[src/rtl/uart_rx_pkg.sv]
// Shared types and constants for the UART receiver.
// Holds the FSM state encoding and the prescale clamp.
package uart_rx_pkg;

  typedef enum logic [1:0] {
    IDLE,
    START,
    DATA,
    STOP
  } uart_rx_state_t;

  localparam int UART_MIN_PRESCALE = 4;
  localparam int UART_DATA_BITS    = 8;

  function automatic logic [15:0] clamp_prescale(
    input logic [15:0] v
  );
    if (v < 16'(UART_MIN_PRESCALE))
      return 16'(UART_MIN_PRESCALE);
    return v;
  endfunction

endpackage

[src/rtl/taxi_axis_if.sv]
// AXI-Stream bundle with source and sink views.
// Valid/ready handshake, byte keep and last.
interface taxi_axis_if #(
  parameter int DATA_W = 8,
  parameter int KEEP_W = 1
) ();

  logic [DATA_W-1:0] tdata;
  logic [KEEP_W-1:0] tkeep;
  logic              tvalid;
  logic              tready;
  logic              tlast;

  modport src (
    output tdata, tkeep, tvalid, tlast,
    input  tready
  );

  modport snk (
    input  tdata, tkeep, tvalid, tlast,
    output tready
  );

endinterface

[src/rtl/uart_rx_sync.sv]
// Two-flop synchroniser for an asynchronous input.
// Both flops reset to RST_VAL.
module uart_rx_sync #(
  parameter logic RST_VAL = 1'b1
) (
  input  logic clk,
  input  logic rst_n,
  input  logic d,
  output logic q
);

  logic meta;

  // metastability filter: d -> meta -> q
  always_ff @(posedge clk or negedge rst_n) begin
    if (!rst_n) begin
      meta <= RST_VAL;
      q    <= RST_VAL;
    end else begin
      meta <= d;
      q    <= meta;
    end
  end

endmodule

[src/rtl/uart_rx_idle.sv]
// UART byte receiver with AXI-Stream output and
// end-of-burst idle pulse after a quiet line.
module uart_rx_idle
  import uart_rx_pkg::*;
#(
  parameter int IDLE_BITS = 10,
  parameter int CNT_W     = 24
) (
  input  logic        clk,
  input  logic        rst_n,
  input  logic        rxd,
  input  logic [15:0] prescale,
  taxi_axis_if.src    m_axis,
  output logic        idle,
  output logic        busy,
  output logic        frame_error,
  output logic        overrun_error
);

  uart_rx_state_t state, state_n;

  logic             rxd_s;
  logic [15:0]      cnt, cnt_n;
  logic [15:0]      p, p_n;
  logic [15:0]      pc;
  logic [2:0]       idx, idx_n;
  logic [7:0]       sh, sh_n;
  logic             brk, brk_n;
  logic             good, ferr, load;
  logic             tvalid;
  logic [7:0]       tdata;
  logic             armed;
  logic [CNT_W-1:0] timer;
  logic [CNT_W-1:0] thr;

  uart_rx_sync #(.RST_VAL(1'b1)) u_sync (
    .clk   (clk),
    .rst_n (rst_n),
    .d     (rxd),
    .q     (rxd_s)
  );

  assign pc   = clamp_prescale(prescale);
  assign thr  = CNT_W'(IDLE_BITS) * CNT_W'(p);
  assign busy = (state != IDLE);
  assign load = good && !(tvalid && !m_axis.tready);

  assign m_axis.tvalid = tvalid;
  assign m_axis.tdata  = tdata;
  assign m_axis.tkeep  = 1'b1;
  assign m_axis.tlast  = 1'b0;

  // frame FSM and bit-timing registers
  always_ff @(posedge clk or negedge rst_n) begin
    if (!rst_n) begin
      state <= IDLE;
      cnt   <= '0;
      p     <= 16'(UART_MIN_PRESCALE);
      idx   <= '0;
      sh    <= '0;
      brk   <= 1'b0;
    end else begin
      state <= state_n;
      cnt   <= cnt_n;
      p     <= p_n;
      idx   <= idx_n;
      sh    <= sh_n;
      brk   <= brk_n;
    end
  end

  // next state: sample on counter expiry, brk blocks
  // restart until the line recovers after a bad stop
  always_comb begin
    state_n = state;
    cnt_n   = cnt;
    p_n     = p;
    idx_n   = idx;
    sh_n    = sh;
    brk_n   = brk;
    good    = 1'b0;
    ferr    = 1'b0;
    unique case (state)
      IDLE: begin
        if (rxd_s) begin
          brk_n = 1'b0;
        end else if (!brk) begin
          state_n = START;
          p_n     = pc;
          cnt_n   = pc >> 1;
        end
      end
      START: begin
        if (cnt != '0) begin
          cnt_n = cnt - 16'd1;
        end else if (rxd_s) begin
          state_n = IDLE;
        end else begin
          state_n = DATA;
          cnt_n   = p - 16'd1;
          idx_n   = '0;
        end
      end
      DATA: begin
        if (cnt != '0) begin
          cnt_n = cnt - 16'd1;
        end else begin
          sh_n  = {rxd_s, sh[7:1]};
          cnt_n = p - 16'd1;
          idx_n = idx + 3'd1;
          if (idx == 3'(UART_DATA_BITS - 1))
            state_n = STOP;
        end
      end
      STOP: begin
        if (cnt != '0) begin
          cnt_n = cnt - 16'd1;
        end else begin
          state_n = IDLE;
          if (rxd_s) begin
            good = 1'b1;
          end else begin
            ferr  = 1'b1;
            brk_n = 1'b1;
          end
        end
      end
    endcase
  end

  // single holding register and error pulses
  always_ff @(posedge clk or negedge rst_n) begin
    if (!rst_n) begin
      tvalid        <= 1'b0;
      tdata         <= '0;
      frame_error   <= 1'b0;
      overrun_error <= 1'b0;
    end else begin
      frame_error   <= ferr;
      overrun_error <= good && !load;
      if (tvalid && m_axis.tready)
        tvalid <= 1'b0;
      if (load) begin
        tvalid <= 1'b1;
        tdata  <= sh;
      end
    end
  end

  // quiet-line timer; one idle pulse per armed burst
  always_ff @(posedge clk or negedge rst_n) begin
    if (!rst_n) begin
      timer <= '0;
      armed <= 1'b0;
      idle  <= 1'b0;
    end else begin
      idle <= 1'b0;
      if (state == IDLE && rxd_s) begin
        if (timer != '1)
          timer <= timer + 1'b1;
      end else begin
        timer <= '0;
      end
      if (load) begin
        armed <= 1'b1;
      end else if (armed && timer == thr) begin
        idle  <= 1'b1;
        armed <= 1'b0;
      end
    end
  end

endmodule

[src/flat_wrapper.sv]
// flat-port wrapper written by rule: the top's interface ports become plain ports
module uart_rx_idle_flat import uart_rx_pkg::*;
#(
  parameter int IDLE_BITS = 10,
  parameter int CNT_W     = 24
)
  (clk, rst_n, rxd, prescale, idle, busy, frame_error, overrun_error, m_axis_tdata, m_axis_tkeep, m_axis_tvalid, m_axis_tlast, m_axis_tready);
  taxi_axis_if #(.DATA_W(8)) m_axis_i ();
  input  logic clk;
  input  logic rst_n;
  input  logic rxd;
  input  logic [15:0] prescale;
  output logic idle;
  output logic busy;
  output logic frame_error;
  output logic overrun_error;
  output wire logic [$bits(m_axis_i.tdata)-1:0] m_axis_tdata;
  output wire logic [$bits(m_axis_i.tkeep)-1:0] m_axis_tkeep;
  output wire logic [$bits(m_axis_i.tvalid)-1:0] m_axis_tvalid;
  output wire logic [$bits(m_axis_i.tlast)-1:0] m_axis_tlast;
  input wire logic [$bits(m_axis_i.tready)-1:0] m_axis_tready;
  assign m_axis_tdata = m_axis_i.tdata;
  assign m_axis_tkeep = m_axis_i.tkeep;
  assign m_axis_tvalid = m_axis_i.tvalid;
  assign m_axis_tlast = m_axis_i.tlast;
  assign m_axis_i.tready = m_axis_tready;
  uart_rx_idle #(.IDLE_BITS(IDLE_BITS), .CNT_W(CNT_W)) u_core (.clk(clk), .rst_n(rst_n), .rxd(rxd), .prescale(prescale), .m_axis(m_axis_i), .idle(idle), .busy(busy), .frame_error(frame_error), .overrun_error(overrun_error));
endmodule
[config.mk]
export PLATFORM = sky130hd
export DESIGN_NAME = uart_rx_idle_flat
export DESIGN_NICKNAME = d
export VERILOG_FILES = /design/src/rtl/uart_rx_pkg.sv /design/src/rtl/taxi_axis_if.sv /design/src/rtl/uart_rx_sync.sv /design/src/rtl/uart_rx_idle.sv /design/src/flat_wrapper.sv
export SDC_FILE = /design/constraint.sdc
export NUM_CORES = 1
export LEC_CHECK = 0
export CAP_MARGIN = 40
export CORE_MARGIN = 4
export CORE_UTILIZATION = 55
export DETAILED_ROUTE_END_ITERATION = 6
export GPL_ROUTABILITY_DRIVEN = 0
export PLACE_DENSITY = 0.83
export SLEW_MARGIN = 20
export SYNTH_ARGS = -nofsm -noshare
export SYNTH_HDL_FRONTEND = slang
export SYNTH_SLANG_ARGS = --single-unit
[constraint.sdc]
create_clock -name clk -period 7.7 [get_ports clk]
set_clock_uncertainty 0.2 [all_clocks]
set_input_delay 1.54 -clock clk [delete_from_list [all_inputs] [get_ports clk]]
set_output_delay 1.54 -clock clk [all_outputs]
set_load 0.005 [all_outputs]
# After elaboration in Yosys (flattened, before gate mapping)
# Index checks and enable logic that the tools add are counted.
# word_totals
ff_bits	85
in_bits	20
out_inout_bits	15
rom_bits	0
latchBits	0
mem_bits_rw	0
mem_count	0
wordCells	104
# classes
n_div	0
mux	40
eq_ne	18
order_cmp	1
shifts	0
mul	1
n_bitwise	3
n_reduce_logical	22
add_sub_neg	4
# op_table
cell	count
two-way mux 16 bit	8
one-hot mux 16 bit (4 select lines)	1
two-way mux 24 bit	2
subtractor 16 x 1 -> 16 bit (second input constant)	2
adder 24 x 1 -> 24 bit (second input constant)	1
== test 24 x 20 -> 1 bit	1
!= test 24 bit (second input constant)	1
multiplier 3 x 16 -> 19 bit (first input constant)	1
!= test 2 bit (second input constant)	9
less-than comparator 16 x 3 -> 1 bit (second input constant)	1
two-way mux 1 bit	16
nonzero test 16 bit	1
two-way mux 2 bit	7
AND reduction 4 bit	3
nonzero test 2 bit	5
two-way mux 3 bit	3
one-hot mux 2 bit (4 select lines)	1
logical AND 1 bit	6
one-hot mux 3 bit (2 select lines)	1
AND reduction 6 bit	1
== test 2 bit (second input constant)	2
!= test 2 x 1 -> 1 bit (second input constant)	2
adder 3 x 1 -> 3 bit (second input constant)	1
== test 3 bit (second input constant)	1
other kinds (8)	12

# Depth between registers and ports, before layout
# depth
ltp_word	6
depth_mapped	12
mapped_depth_nobuf	12

# By module
# Synthesis repeated with hierarchy kept, for this count alone.
# hier_totals
hier_cells	676
hier_area_um2	6052.1
# by_module_without_submodules
mod	cells_each	area_each_um2	seq_area_each_um2	instances
uart_rx_idle	674	5999.5	2078.2	1
uart_rx_sync	2	52.6	52.6	1

# Worst setup path before layout
# Ideal clock, no wire load.
# synth_timing
path_type	flip-flop to flip-flop
from	register u_core.p[2]
to	register u_core.armed
setup_ps	119
required_ps	7381
t_arrival_ps	2763
path_buffers	0
slack_ps	4619
stages_incl_launch_ff	11
synth_period_minus_slack_ps	3081
path_cell_list	dfstp_2 -> ha_1 -> ha_1 -> a21o_1 -> and4_1 -> or2_2 -> a311o_1 -> a41oi_1 -> mux2i_1 -> nand4_1 -> o21a_1
# synth_via
elab_chain_cells	4
# synth_rtl
element	line	rtl
start, declared	uart_rx_idle.sv:24	logic [15:0] p, p_n;
start signal, assigned	uart_rx_idle.sv:58	p <= 16'(UART_MIN_PRESCALE);
start signal, assigned	uart_rx_idle.sv:65	p <= p_n;
multiplier 3 x 16 -> 19 bit	uart_rx_idle.sv:44	assign thr = CNT_W'(IDLE_BITS) * CNT_W'(p);
== test 24 x 20 -> 1 bit	uart_rx_idle.sv:166	end else if (armed && timer == thr) begin
logical AND 1 bit	uart_rx_idle.sv:166	
nonzero test 2 bit (no source line)	-	
end signal, assigned	uart_rx_idle.sv:154	armed <= 1'b0;
end signal, assigned	uart_rx_idle.sv:165	armed <= 1'b1;
end signal, assigned	uart_rx_idle.sv:168	armed <= 1'b0;
end, declared	uart_rx_idle.sv:32	logic armed;
# No other way between the ends.
# A chain may end at the register's enable or synchronous reset.

# Final worst setup path
# layout_timing
from	register u_core.state[0]
to	output busy
# layout_via
elab_chain_cells	1
# layout_rtl
element	line	rtl
start, declared	uart_rx_idle.sv:20	uart_rx_state_t state, state_n;
start signal, assigned	uart_rx_idle.sv:63	state <= state_n;
nonzero test 2 bit	uart_rx_idle.sv:45	assign busy = (state != IDLE);
end, declared	flat_wrapper.sv:14	output logic busy;
# No other way between the ends.

==> reports/metrics.csv <==
metric,value,unit
cell mode on critical path,inv_1,
CTS tree,yes,
largest net degree at the start of global routing,54,
Final period util,55.7,%
initial antenna violation count,0,
Net Switching,1.14,mW
DRT iter0 DRCs,348,
I/O Buffers,32,
"Seq/Total Area, Yosys",37.7,%
Max clock buf depth,2,
Syn. warnings,0,
number of global-route vias before repair,4473,
die width,109,um
DR vias,4617,
vias per cell,6.08,
Fillers,788,
Core Region,0.00991,mm2
gr usage total,22.5,%
CP max FO,21,
Post-CTS Hold Buffers,0,
r2r worst-path depth,11,
CP Class,reg -> out,
Buffers & Inverters on Critical Path,3,
Seq cells post-synth,85,
"EDFF count, synth",0,
post-synth top area cell,dfrtp_1,
layout cells sized above 1,9.90,%
Worst slew margin,45.1,%
area of the mapped netlist,0.00565,mm2
async set-reset flop share out of synthesis,100,%
synth unique cells,63,
Die ar.,0.0120,mm2
"Avg Cell Area, Syn",9.45,um2
Clock Power Share,13.8,%
detailed placer's ending HPWL,9540,um
final max-slew violation count,0,
Hold Path Class,reg -> reg,
clk root buf,clkbuf_8,
I/O pins,35,
CTS H-tree depth,3,
Post-synth top cells,"dfrtp_1 (82), nand2_1 (51), nor2_1 (48), o21ai_0 (39), ha_1 (38)",
clk sinks,85,
cell count after synthesis,598,
1st-pass router iterations,5,
row count,36,
minimum clock period,4.29,ns
syn_nets,657,
CTS Buf Count,9,
top post-synthesis cells by area,"dfrtp_1 (36%), ha_1 (8.4%), xnor2_1 (5.7%), mux2_2 (5.6%), xor2_1 (4.8%)",
Fmax,233,MHz
initial core utilization,57.0,%
Lkg Pwr,2.68,nW
"count leader, synth",dfrtp_1,
Post-CTS Resized,0,
Logic pwr share,59.1,%
Residual DRC,0,
Internal Power,1.41,mW
total chip power,2.55,mW
Die H,109,um
crit path launch,u_core.state[0]$_DFFE_PN0P_,
Switching Fraction,44.7,%
Worst-Margin Slew,0.821,ns
global-route wire length before repair,21500,um
Max-cap violations,0,
Ant. Diodes,0,
"Clk pin slew, worst setup/hold paths",0.08,ns
Worst path max stage delay,0.63,ns
Startpoint Class,flip-flop,
reg-to-reg startpoint,u_core.state[0]$_DFFE_PN0P_,
CP top delay family,buffers and inverters,
Max IR drop VDD,0.000188,V
CP Capture Type,output port,
# nets final,680,
"Top FF cell, synth",dfrtp_1,
"Hold Vio Cnt, Final",0,
final WL,12800,um
TNS Setup,0,ns
Pwr Density,405,mW/mm2
Worst Hold Launch,u_core.u_sync.meta$_DFF_PN1_,
Hold Path Stages,0,
WL per Instance,16.9,um
worst path arrival time,2.55,ns
Critical Path RT,5.96,ns
setup bufs post-CTS,0,
Inst Count DP,742,
status,"complete, no violations",
Final Instance Count excl. Fillers,759,
"Slowest-stage cell, CP",clkdlybuf4s50_1,
top cell type's share of synthesized area,36.3,%
Seq pwr share,27.1,%
ANT nets after route,0,
later-pin clock latency in the skew report,0.36,ns
worst-path cell chain,inv_1 > ha_1 > inv_1 > clkdlybuf4s50_1,
final setup vio count,0,
GRT overflow,0,
P&R area growth vs syn,11.7,%
critical path depth in cells,4,
RSZ-0062 raised after global routing,no,
## routing by layer
| layer | global-route usage (%) | share of wire (%) | vias to the layer above |
|---|---|---|---|
| li1 | - | - | 2211 |
| met1 | 28.8 | 44 | 2226 |
| met2 | 38.6 | 49 | 154 |
| met3 | 3.64 | 4.9 | 26 |
| met4 | 7.75 | 2.0 | 0 |
| met5 | 0 | 0 | - |
## layout by cell type, fill, tap and decap left out, types with 19 or more instances in the layout
cell type | netlist | final
dfrtp_1 | 82 | 82
nand2_1 | 51 | 51
nor2_1 | 48 | 48
o21ai_0 | 39 | 39
ha_1 | 38 | 38
xnor2_1 | 37 | 37
xor2_1 | 31 | 31
clkdlybuf4s50_1 | 0 | 31
mux2_2 | 28 | 28
nor3_1 | 27 | 26
a21oi_1 | 19 | 19
## sequential cells by signal, summed over array words and instances, names as in the netlist, 3 cells and up, named ones only
| register | count |
|---|---|
| u_core.cnt | 16 |
| u_core.timer | 24 |
| u_core.sh | 8 |
| u_core.idx | 3 |
| u_core.m_axis.tdata | 8 |
| u_core.p | 16 |
## worst paths after layout
check | endpoint | slack [ns]
worst max-delay path | busy | 3.41
worst min register to register | u_core.u_sync.q$_DFF_PN1_ | 0.17
min in group asynchronous | u_core.cnt[0]$_DFFE_PN0P_ | 0.92
max in group asynchronous | u_core.u_sync.q$_DFF_PN1_ | 5.70
worst max register to register | u_core.timer[9]$_DFFE_PN0P_ | 4.16
worst min-delay path | u_core.u_sync.q$_DFF_PN1_ | 0.17
## logic make-up (layout without fill, tap and decap cells)
kind of cell    count (synthesis)  in the layout  synth area share, %
xor+xnor                       68             68                 10.5
buf+inv                        40             68                 3.03
compound gates                117            117                 14.0
mux                            32             32                 6.29
fa+ha+maj                      39             39                 8.77
flops                          85             85                 37.7
other cells                     2              2                0.133
simple gates                  215            215                 19.5
## layout make-up
type	count	area [um2]	share of cell area, %
inverters	16	60.1	0.952
clock buffers	12	145	2.30
multi-input cells	473	3360	53.2
well taps	133	166	2.64
flip-flops and latches	85	2130	33.8
clock inverters	4	73.8	1.17
repair buffers	36	375	5.95
## power groups by stage
| stage | logic, mW | registers [mW] | clock network [mW] |
|---|---|---|---|
| finish | 1.51 | 0.692 | 0.353 |
| global route | 1.68 | 0.707 | 0.374 |
| CTS | 1.49 | 0.689 | 0.356 |
| detailed placement | 1.47 | 0.698 | 0 |
| global placement | 1.41 | 0.687 | 0 |
| floorplan | 1.21 | 0.652 | 0 |
## through the flow
step	hold slack [ns]	worst slack (ns)	area [um2]	utilization [%]
final	0.168	3.41	6310	63.7
after global routing	0.169	3.28	6310	63.7
after CTS	0.169	3.40	6300	63.5
after detailed placement	0.160	3.76	6080	61.3
after global placement	0.149	3.94	6040	61.0
after floorplan	0.145	4.62	5650	-
Power figures use the tool's default switching activity.
